$ cat src/rtl/ciclo_pkg.sv
// Shared definitions for the ciclo sequencer: state encodings, mode constants
// and default widths.
package ciclo_pkg;

  localparam int TICK_W_DEF = 5;
  localparam int CYC_W_DEF  = 6;

  typedef enum logic [1:0] {
    ST_IDLE  = 2'd0,
    ST_RUN   = 2'd1,
    ST_PAUSE = 2'd2
  } estado_t;

  localparam logic MODO_UNO  = 1'b0;
  localparam logic MODO_LAZO = 1'b1;

endpackage

$ cat src/rtl/ciclo_prescaler.sv
// Clearable per-step clock counter; wraps to zero after matching the latched
// period and flags that wrap with a strobe.
module ciclo_prescaler
  import ciclo_pkg::*;
#(
  parameter int TICK_W = TICK_W_DEF
) (
  input  logic              clk,
  input  logic              reset,
  input  logic              clr,
  input  logic              run,
  input  logic [TICK_W-1:0] per,
  output logic [TICK_W-1:0] cuenta,
  output logic              wrap
);

  logic [TICK_W-1:0] cuenta_r;
  logic              fin_s;

  assign fin_s  = (cuenta_r == per);
  assign wrap   = run && !clr && fin_s;
  assign cuenta = cuenta_r;

  // Clock count within the current step
  always_ff @(posedge clk or posedge reset) begin
    if (reset) begin
      cuenta_r <= {TICK_W{1'b0}};
    end else if (clr) begin
      cuenta_r <= {TICK_W{1'b0}};
    end else if (run) begin
      cuenta_r <= fin_s ? {TICK_W{1'b0}} : cuenta_r + TICK_W'(1);
    end
  end

endmodule

$ cat src/rtl/ciclo_secuenciador.sv
// Step sequencer: FSM, latched configuration and step index. Optional pause
// input and PAUSE state are compiled in with CICLO_SECUENCIADOR_PAUSA_EN.
module ciclo_secuenciador
  import ciclo_pkg::*;
#(
  parameter int TICK_W = TICK_W_DEF,
  parameter int CYC_W  = CYC_W_DEF
) (
  input  logic              clk,
  input  logic              reset,
  input  logic              en,
  input  logic              start,
  input  logic              stop,
  input  logic [TICK_W-1:0] periodo,
  input  logic [CYC_W-1:0]  duracion,
  input  logic              modo,
`ifdef CICLO_SECUENCIADOR_PAUSA_EN
  input  logic              pausa,
`endif
  output logic [CYC_W-1:0]  ciclo,
  output logic [TICK_W-1:0] cuenta,
  output logic              tick,
  output logic              done,
  output logic              busy
);

  estado_t           estado_r;
  logic [TICK_W-1:0] per_r;
  logic [CYC_W-1:0]  dur_r;
  logic              modo_r;
  logic [CYC_W-1:0]  ciclo_r;
  logic              tick_r;
  logic              done_r;

  logic              pausa_s;
  logic              arranque_s;
  logic              clr_s;
  logic              run_s;
  logic              wrap_s;
  logic [CYC_W:0]    dur_m1_s;
  logic              ultimo_s;

`ifdef CICLO_SECUENCIADOR_PAUSA_EN
  assign pausa_s = pausa;
`else
  assign pausa_s = 1'b0;
`endif

  assign arranque_s = start && (duracion != {CYC_W{1'b0}});
  assign clr_s      = !en || stop || arranque_s || (estado_r == ST_IDLE);
  // Pausing gates the counter directly, so each paused clock costs exactly one clock
  assign run_s      = (estado_r != ST_IDLE) && !pausa_s;
  assign dur_m1_s   = {1'b0, dur_r} - {{CYC_W{1'b0}}, 1'b1};
  assign ultimo_s   = ({1'b0, ciclo_r} == dur_m1_s);

  ciclo_prescaler #(.TICK_W(TICK_W)) u_prescaler (
    .clk    (clk),
    .reset  (reset),
    .clr    (clr_s),
    .run    (run_s),
    .per    (per_r),
    .cuenta (cuenta),
    .wrap   (wrap_s)
  );

  // Sequencer FSM, configuration latch, step index and strobes
  always_ff @(posedge clk or posedge reset) begin
    if (reset) begin
      estado_r <= ST_IDLE;
      per_r    <= {TICK_W{1'b0}};
      dur_r    <= {CYC_W{1'b0}};
      modo_r   <= MODO_UNO;
      ciclo_r  <= {CYC_W{1'b0}};
      tick_r   <= 1'b0;
      done_r   <= 1'b0;
    end else if (!en || stop) begin
      estado_r <= ST_IDLE;
      ciclo_r  <= {CYC_W{1'b0}};
      tick_r   <= 1'b0;
      done_r   <= 1'b0;
    end else if (arranque_s) begin
      estado_r <= ST_RUN;
      per_r    <= periodo;
      dur_r    <= duracion;
      modo_r   <= modo;
      ciclo_r  <= {CYC_W{1'b0}};
      tick_r   <= 1'b0;
      done_r   <= 1'b0;
    end else begin
      tick_r <= 1'b0;
      done_r <= 1'b0;
      case (estado_r)
        ST_RUN, ST_PAUSE: begin
          estado_r <= pausa_s ? ST_PAUSE : ST_RUN;
          if (wrap_s) begin
            tick_r <= 1'b1;
            if (ultimo_s) begin
              done_r  <= 1'b1;
              ciclo_r <= {CYC_W{1'b0}};
              if (modo_r == MODO_UNO) begin
                estado_r <= ST_IDLE;
              end
            end else begin
              ciclo_r <= ciclo_r + CYC_W'(1);
            end
          end
        end
        default: begin
          estado_r <= ST_IDLE;
          ciclo_r  <= {CYC_W{1'b0}};
        end
      endcase
    end
  end

  assign ciclo = ciclo_r;
  assign tick  = tick_r;
  assign done  = done_r;
  assign busy  = (estado_r != ST_IDLE);

endmodule
$ cat config.mk
export PLATFORM = sky130hd
export DESIGN_NAME = ciclo_secuenciador
export DESIGN_NICKNAME = d
export VERILOG_FILES = /design/src/rtl/ciclo_pkg.sv /design/src/rtl/ciclo_prescaler.sv /design/src/rtl/ciclo_secuenciador.sv
export SDC_FILE = /design/constraint.sdc
export NUM_CORES = 1
export LEC_CHECK = 0
export ABC_AREA = 1
export CAP_MARGIN = 20
export CORE_ASPECT_RATIO = 0.8
export CORE_MARGIN = 8
export CORE_UTILIZATION = 51
export DETAILED_ROUTE_END_ITERATION = 12
export PLACE_DENSITY = 0.78
export SKIP_LAST_GASP = 1
export SLEW_MARGIN = 20
export SYNTH_ARGS = -nofsm -noshare
export SYNTH_HDL_FRONTEND = slang
export SYNTH_HIERARCHICAL = 1
export SYNTH_SLANG_ARGS = --single-unit
$ cat constraint.sdc
create_clock -name clk -period 1.9 [get_ports clk]
set_input_delay 0.285 -clock clk [delete_from_list [all_inputs] [get_ports clk]]
set_output_delay 0.285 -clock clk [all_outputs]
set_load 0.03 [all_outputs]
# Word level (Yosys, flattened, before mapping)
# Index checks and enable logic that the tools add are counted.
[word_totals]
in_bits = 17
ff_bits = 27
[op_classes]
mux = 23
n_bitwise = 1
n_reduce_logical = 14
eq_ne = 5
addsub = 3
[ops]
columns = ["op", "n"]
rows = [
  ["6-bit 2-to-1 mux", 5],
  ["5-bit 2-to-1 mux", 3],
  ["1-bit 2-to-1 mux", 12],
  ["6-bit by 7-bit equality test with 1-bit output", 1],
  ["6-bit by 1-bit subtractor with 7-bit output (second input constant)", 1],
  ["6-bit by 1-bit adder with 6-bit output (second input constant)", 1],
  ["2-bit 2-to-1 mux", 3],
  ["6-bit nonzero test", 1],
  ["5-bit by 1-bit adder with 5-bit output (second input constant)", 1],
  ["5-bit equality test", 1],
  ["4-bit by 3-bit inequality test with 1-bit output (second input constant)", 1],
  ["2-bit nonzero test", 2],
  ["1-bit logical AND", 3],
  ["1-bit logical OR", 3],
  ["2-bit by 1-bit equality test with 1-bit output (second input constant)", 1],
  ["2-bit equality test (second input constant)", 1],
  ["1-bit zero test", 2],
  ["2-bit zero test", 1],
  ["2-bit AND reduction", 1],
  ["2-bit OR reduction", 1],
  ["1-bit inverter", 1],
]

# Longest topological paths before layout
[logic_depth]
ltp_word = 11
mapped_depth = 13

# By module
# Netlist, hierarchy kept.
[modules_own_cells]
columns = ["module", "instances", "cells_per_inst", "area_per_inst_um2"]
rows = [
  ["ciclo_secuenciador", 1, 147, 1193.6],
  ["ciclo_prescaler", 1, 67, 397.9],
]

# Worst setup path before layout
# OpenSTA, ideal clock, no wires.
[synth_timing]
kind = "reg-to-reg"
from = "register estado_r[0]"
to = "register ciclo_r[3], in the netlist ciclo[3]"
period_less_slack_ns = 1.795
t_required_ns = 1.835
path_stages_with_launch = 10
slack_ns = 0.105
t_arrival_ns = 1.730
cell_sequence = "dfrtp_1 -> nor3b_2 -> nand2_1 -> inv_1 -> nand2_1 -> nor2_1 -> nand3_2 -> nor3_1 -> nand2_1 -> nand2_1"
[synth_between]
elab_chain_cells = 6
elab_cells_between_ends = 13
cone_classes = "eq/ne (3); mux (3); reduce/logical (7)"
[synth_rtl]
columns = ["item", "line", "text"]
rows = [
  ["start, declared", "ciclo_secuenciador.sv:27", "estado_t estado_r;"],
  ["start signal, assigned", "ciclo_secuenciador.sv:94", "estado_r <= pausa_s ? ST_PAUSE : ST_RUN;"],
  ["2-bit zero test", "ciclo_secuenciador.sv:50", "assign clr_s = !en || stop || arranque_s || (estado_r == ST_IDLE);"],
  ["1-bit logical OR", "ciclo_secuenciador.sv:50", ""],
  ["named net clr_s", "ciclo_secuenciador.sv:37", "logic clr_s;"],
  ["1-bit zero test", "ciclo_prescaler.sv:21", "assign wrap = run && !clr && fin_s;"],
  ["1-bit logical AND (2 in series)", "ciclo_prescaler.sv:21", ""],
  ["named net wrap_s", "ciclo_secuenciador.sv:39", "logic wrap_s;"],
  ["4-bit by 3-bit inequality test with 1-bit output (no source line)", "-", ""],
  ["end signal, assigned", "ciclo_secuenciador.sv:73", "ciclo_r <= {CYC_W{1'b0}};"],
  ["end signal, assigned", "ciclo_secuenciador.sv:78", "ciclo_r <= {CYC_W{1'b0}};"],
  ["end signal, assigned", "ciclo_secuenciador.sv:86", "ciclo_r <= {CYC_W{1'b0}};"],
  ["end, declared", "ciclo_secuenciador.sv:31", "logic [CYC_W-1:0] ciclo_r;"],
]
# The timed path passes the listed nets, and every way through them passes these cells.
# A chain may end at the register's enable or synchronous reset.

# Worst setup path after layout
[layout_timing]
from = "register u_prescaler.cuenta_r[0], in the netlist u_prescaler/cuenta[0]"
to = "output cuenta[0]"
[layout_rtl]
columns = ["item", "line", "text"]
rows = [
  ["start, declared", "ciclo_prescaler.sv:17", "logic [TICK_W-1:0] cuenta_r;"],
  ["start signal, assigned", "ciclo_prescaler.sv:27", "cuenta_r <= {TICK_W{1'b0}};"],
  ["start signal, assigned", "ciclo_prescaler.sv:29", "cuenta_r <= {TICK_W{1'b0}};"],
  ["start signal, assigned", "ciclo_prescaler.sv:31", "cuenta_r <= fin_s ? {TICK_W{1'b0}} : cuenta_r + TICK_W'(1);"],
  ["end, declared", "ciclo_secuenciador.sv:21", "output logic [TICK_W-1:0] cuenta,"],
]
# No word-level cell between the ends.

==> results by group <==
Critical path
  • Critical Path RT: around 1.6 ns
  • Critical path arrival: 1.53 ns
  • Highest cell delay on the worst timing path: 0.74 ns
  • CP Capture Type: output port
  • Crit path buf inv count: 1
  • Worst path slowest cell: clkdlybuf4s50_1
  • Critical path's top delay family: buffers and inverters
  • Startpoint Class: flip-flop
  • Critical path fanouts, max: 8
  • CP cell instances: clkdlybuf4s50_1
  • WS Path Type: reg -> out

STA
  • Tmin final: 1.811 ns
  • Max-slew violations: 0
  • Final hold vios: 0
  • Clock skew: 0.001470 ns
  • Final setup violation count: 0
  • Measured slew at the worst slew-check pin: around 0.36 ns
  • Rel. slew slack: 75.93%
  • Final period util: 95.32%
  • Max frequency: between 0.5 and 0.6 GHz
  • WHS: roughly 0.24 ns

CTS
  • Total CTS buffers: 3
  • CTS Buffer Depth: 2
  • Clock Latency Late Sink: between 0.2 and 0.3 ns
  • CTS tree: yes
  • H-tree Lvls: 1
  • Clk pin slew, worst setup/hold paths: ~0.090 ns
  • Sink Count: 26
  • CTS root buf: clkbuf_8

Drt
  • DR WL/cell: 12.05 um
  • Routed Antenna Nets: 0
  • Top sig layer: met4
  • Residual DRC: 0
  • Via count: 1429
  • Vias/cell: 4.795
  • Post-Route WL: between 3000 and 4000 um
  • 1st-iter DRT viols: 71
  • Met2 Wirelength: 1724 um
  • Initial DRT Pass Iterations: 4
  • Met1 Wirelength: 1662 um
  • Metal3 WL: between 150 and 200 um

Synth
  • Synth cell types: 23
  • Post-synth top cells: nand2_1, dfrtp_1, inv_1
  • Sequential share of the synthesized area: about two fifths
  • Yosys top cell area share: 40.88%
  • Number of synthesized flops with an enable pin: 0
  • Post-synthesis cell area: 1592 um2
  • Yosys warns: 6
  • Top cells by area, synth: dfrtp_1, nand2_1, inv_1, nor2_1, nand3_1
  • Mapped Cells: 214
  • Most common cell in the synthesized netlist: nand2_1
  • Synth area leader: dfrtp_1
  • Mapped Avg Cell Area: 7.437 um2
  • Synth Register Bits: 26
  • Fraction of registers with async set/reset: between 90% and 100%
  • Net count after synthesis: 234
  • Ys flop type: dfrtp_1

Global routing
  • Largest net degree at the start of global routing: 22
  • Antenna violations before repair: 0
  • GR Overflow Total: 0
  • First-pass GRT wire length: 6203 um
  • Total track usage: 14.64%
  • Vias in the first global route: 1381

Run
  • Max-Cap Viols: 0

Floorplan
  • Starting Density: between 50% and 60%
  • Die X-Extent: 78.46 um
  • Die area: 5175 um2
  • FP Rows: 18
  • Vert. Die Dim: between 60 and 70 um
  • Area of the core: 3040 um2
  • IO Pins: 31

Finish
  • N_diodes: 0
  • Share of cells above drive strength 1: 18.60%
  • Fin util: 68.89%
  • # nets final: 279
  • Area delta synth->final: 31.60%

Place
  • Port bufs: 30
  • Gpl congestion: slightly above 0.8
  • DPL Wire Length: 2805 um

Power and ir drop
  • Peak supply drop: 0.0005154 V
  • Leak: 1.073 nW
  • Cell Pwr Density: about 660 nW/um2

Min path
  • Worst Hold Class: in -> async

Run status
  • Status: completed
==> registers in the layout (all words and copies together), names as in the netlist <==
name,flops
u_prescaler/cuenta,5
estado_r,1
tick,1
ciclo,6
modo_r,1
done,1
dur_r,6
per_r,5
==> report_power, final <==
part           total [mW]  internal, mW  leakage, nW  switching [mW]
Clock               0.452         0.282       0.0357           0.170
Combinational       0.281         0.131        0.705           0.150
Sequential          0.643         0.600        0.332          0.0434
Total                1.38          1.01         1.07           0.363
==> per-stage QoR <==
step	cells	total power [mW]	worst slack, ns	area, um2	TNS (ns)
6_report	298	1.376	0.08900	2095	0
5_1_grt	298	1.446	-0.006376	2095	-0.01155
4_1_cts	298	1.389	0.07673	2091	0
3_5_place_dp	294	0.9360	-0.1339	2019	-0.7346
3_3_place_gp	294	0.9232	-0.02858	2019	-0.07781
2_1_floorplan	214	0.8398	0.1046	1592	0
==> cells in the final DEF (no fill, tap or decap) <==
cell	n
nor3b_2	1
nor2_1	20
dfrtp_2	1
a21oi_1	4
nor3b_1	1
bufinv_16	1
nand3_1	14
xor2_1	6
clkbuf_8	3
nand3_2	4
buf_4	13
mux2_2	6
nand2_4	1
nor2_2	6
nor2_4	2
inv_1	26
nor3_1	1
nand4_1	3
xnor2_1	2
o21ai_0	3
ha_1	3
nand2_2	3
clkdlybuf4s50_1	30
dfrtp_1	25
nand2_1	72
inv_2	7
==> logic make-up after synthesis <==
family	share of synthesized area, %
simple gates	36.87
buf+inv	9.040
flops	40.88
xor+xnor	4.403
compound gates	2.201
mux	4.245
fa+ha+maj	2.359
==> worst reg2reg max path, delay by kind of cell, from the launching register on <==
kind                   cells  cell delay (ns)
flip-flops                 1             0.52
AND/OR/NAND/NOR            9             1.03
buffers and inverters      1             0.04
==> per-layer routing <==
metal  vias up  global-route usage, %
li1        742                      -
met1       650                  19.16
met2        33                  23.22
met3         4                  3.533
met4         0                  4.839
met5         -                      0
==> repair_timing <==
action                                  CTS  global route
resized for setup                         0             2
endpoints found under the setup margin    0             4
hold buffers                              0             0
buffers inserted                          0             0
==> final cells by class <==
class                   count  area [um2]
fillers                   248       945.9
well taps                  40       50.05
repair buffers             43       397.9
inverters                  33       123.9
clock inverters             1       30.03
clock buffers               3       41.29
flip-flops and latches     26       651.9
multi-input cells         152       799.5
==> final timing paths <==
path                                  startpoint                    end  slack (ns)  cells past startpoint
min in group clk                        per_r[0]               per_r[0]        0.54                      1
hold / removal                             reset  u_prescaler/cuenta[4]        0.24                      2
max in group asynchronous                  reset                 modo_r        1.32                      3
hold reg to reg                         per_r[0]               per_r[0]        0.54                      1
setup / recovery           u_prescaler/cuenta[0]              cuenta[0]        0.09                      1
setup reg to reg           u_prescaler/cuenta[0]               ciclo[3]        0.25                     10
Power figures use the tool's default switching activity.
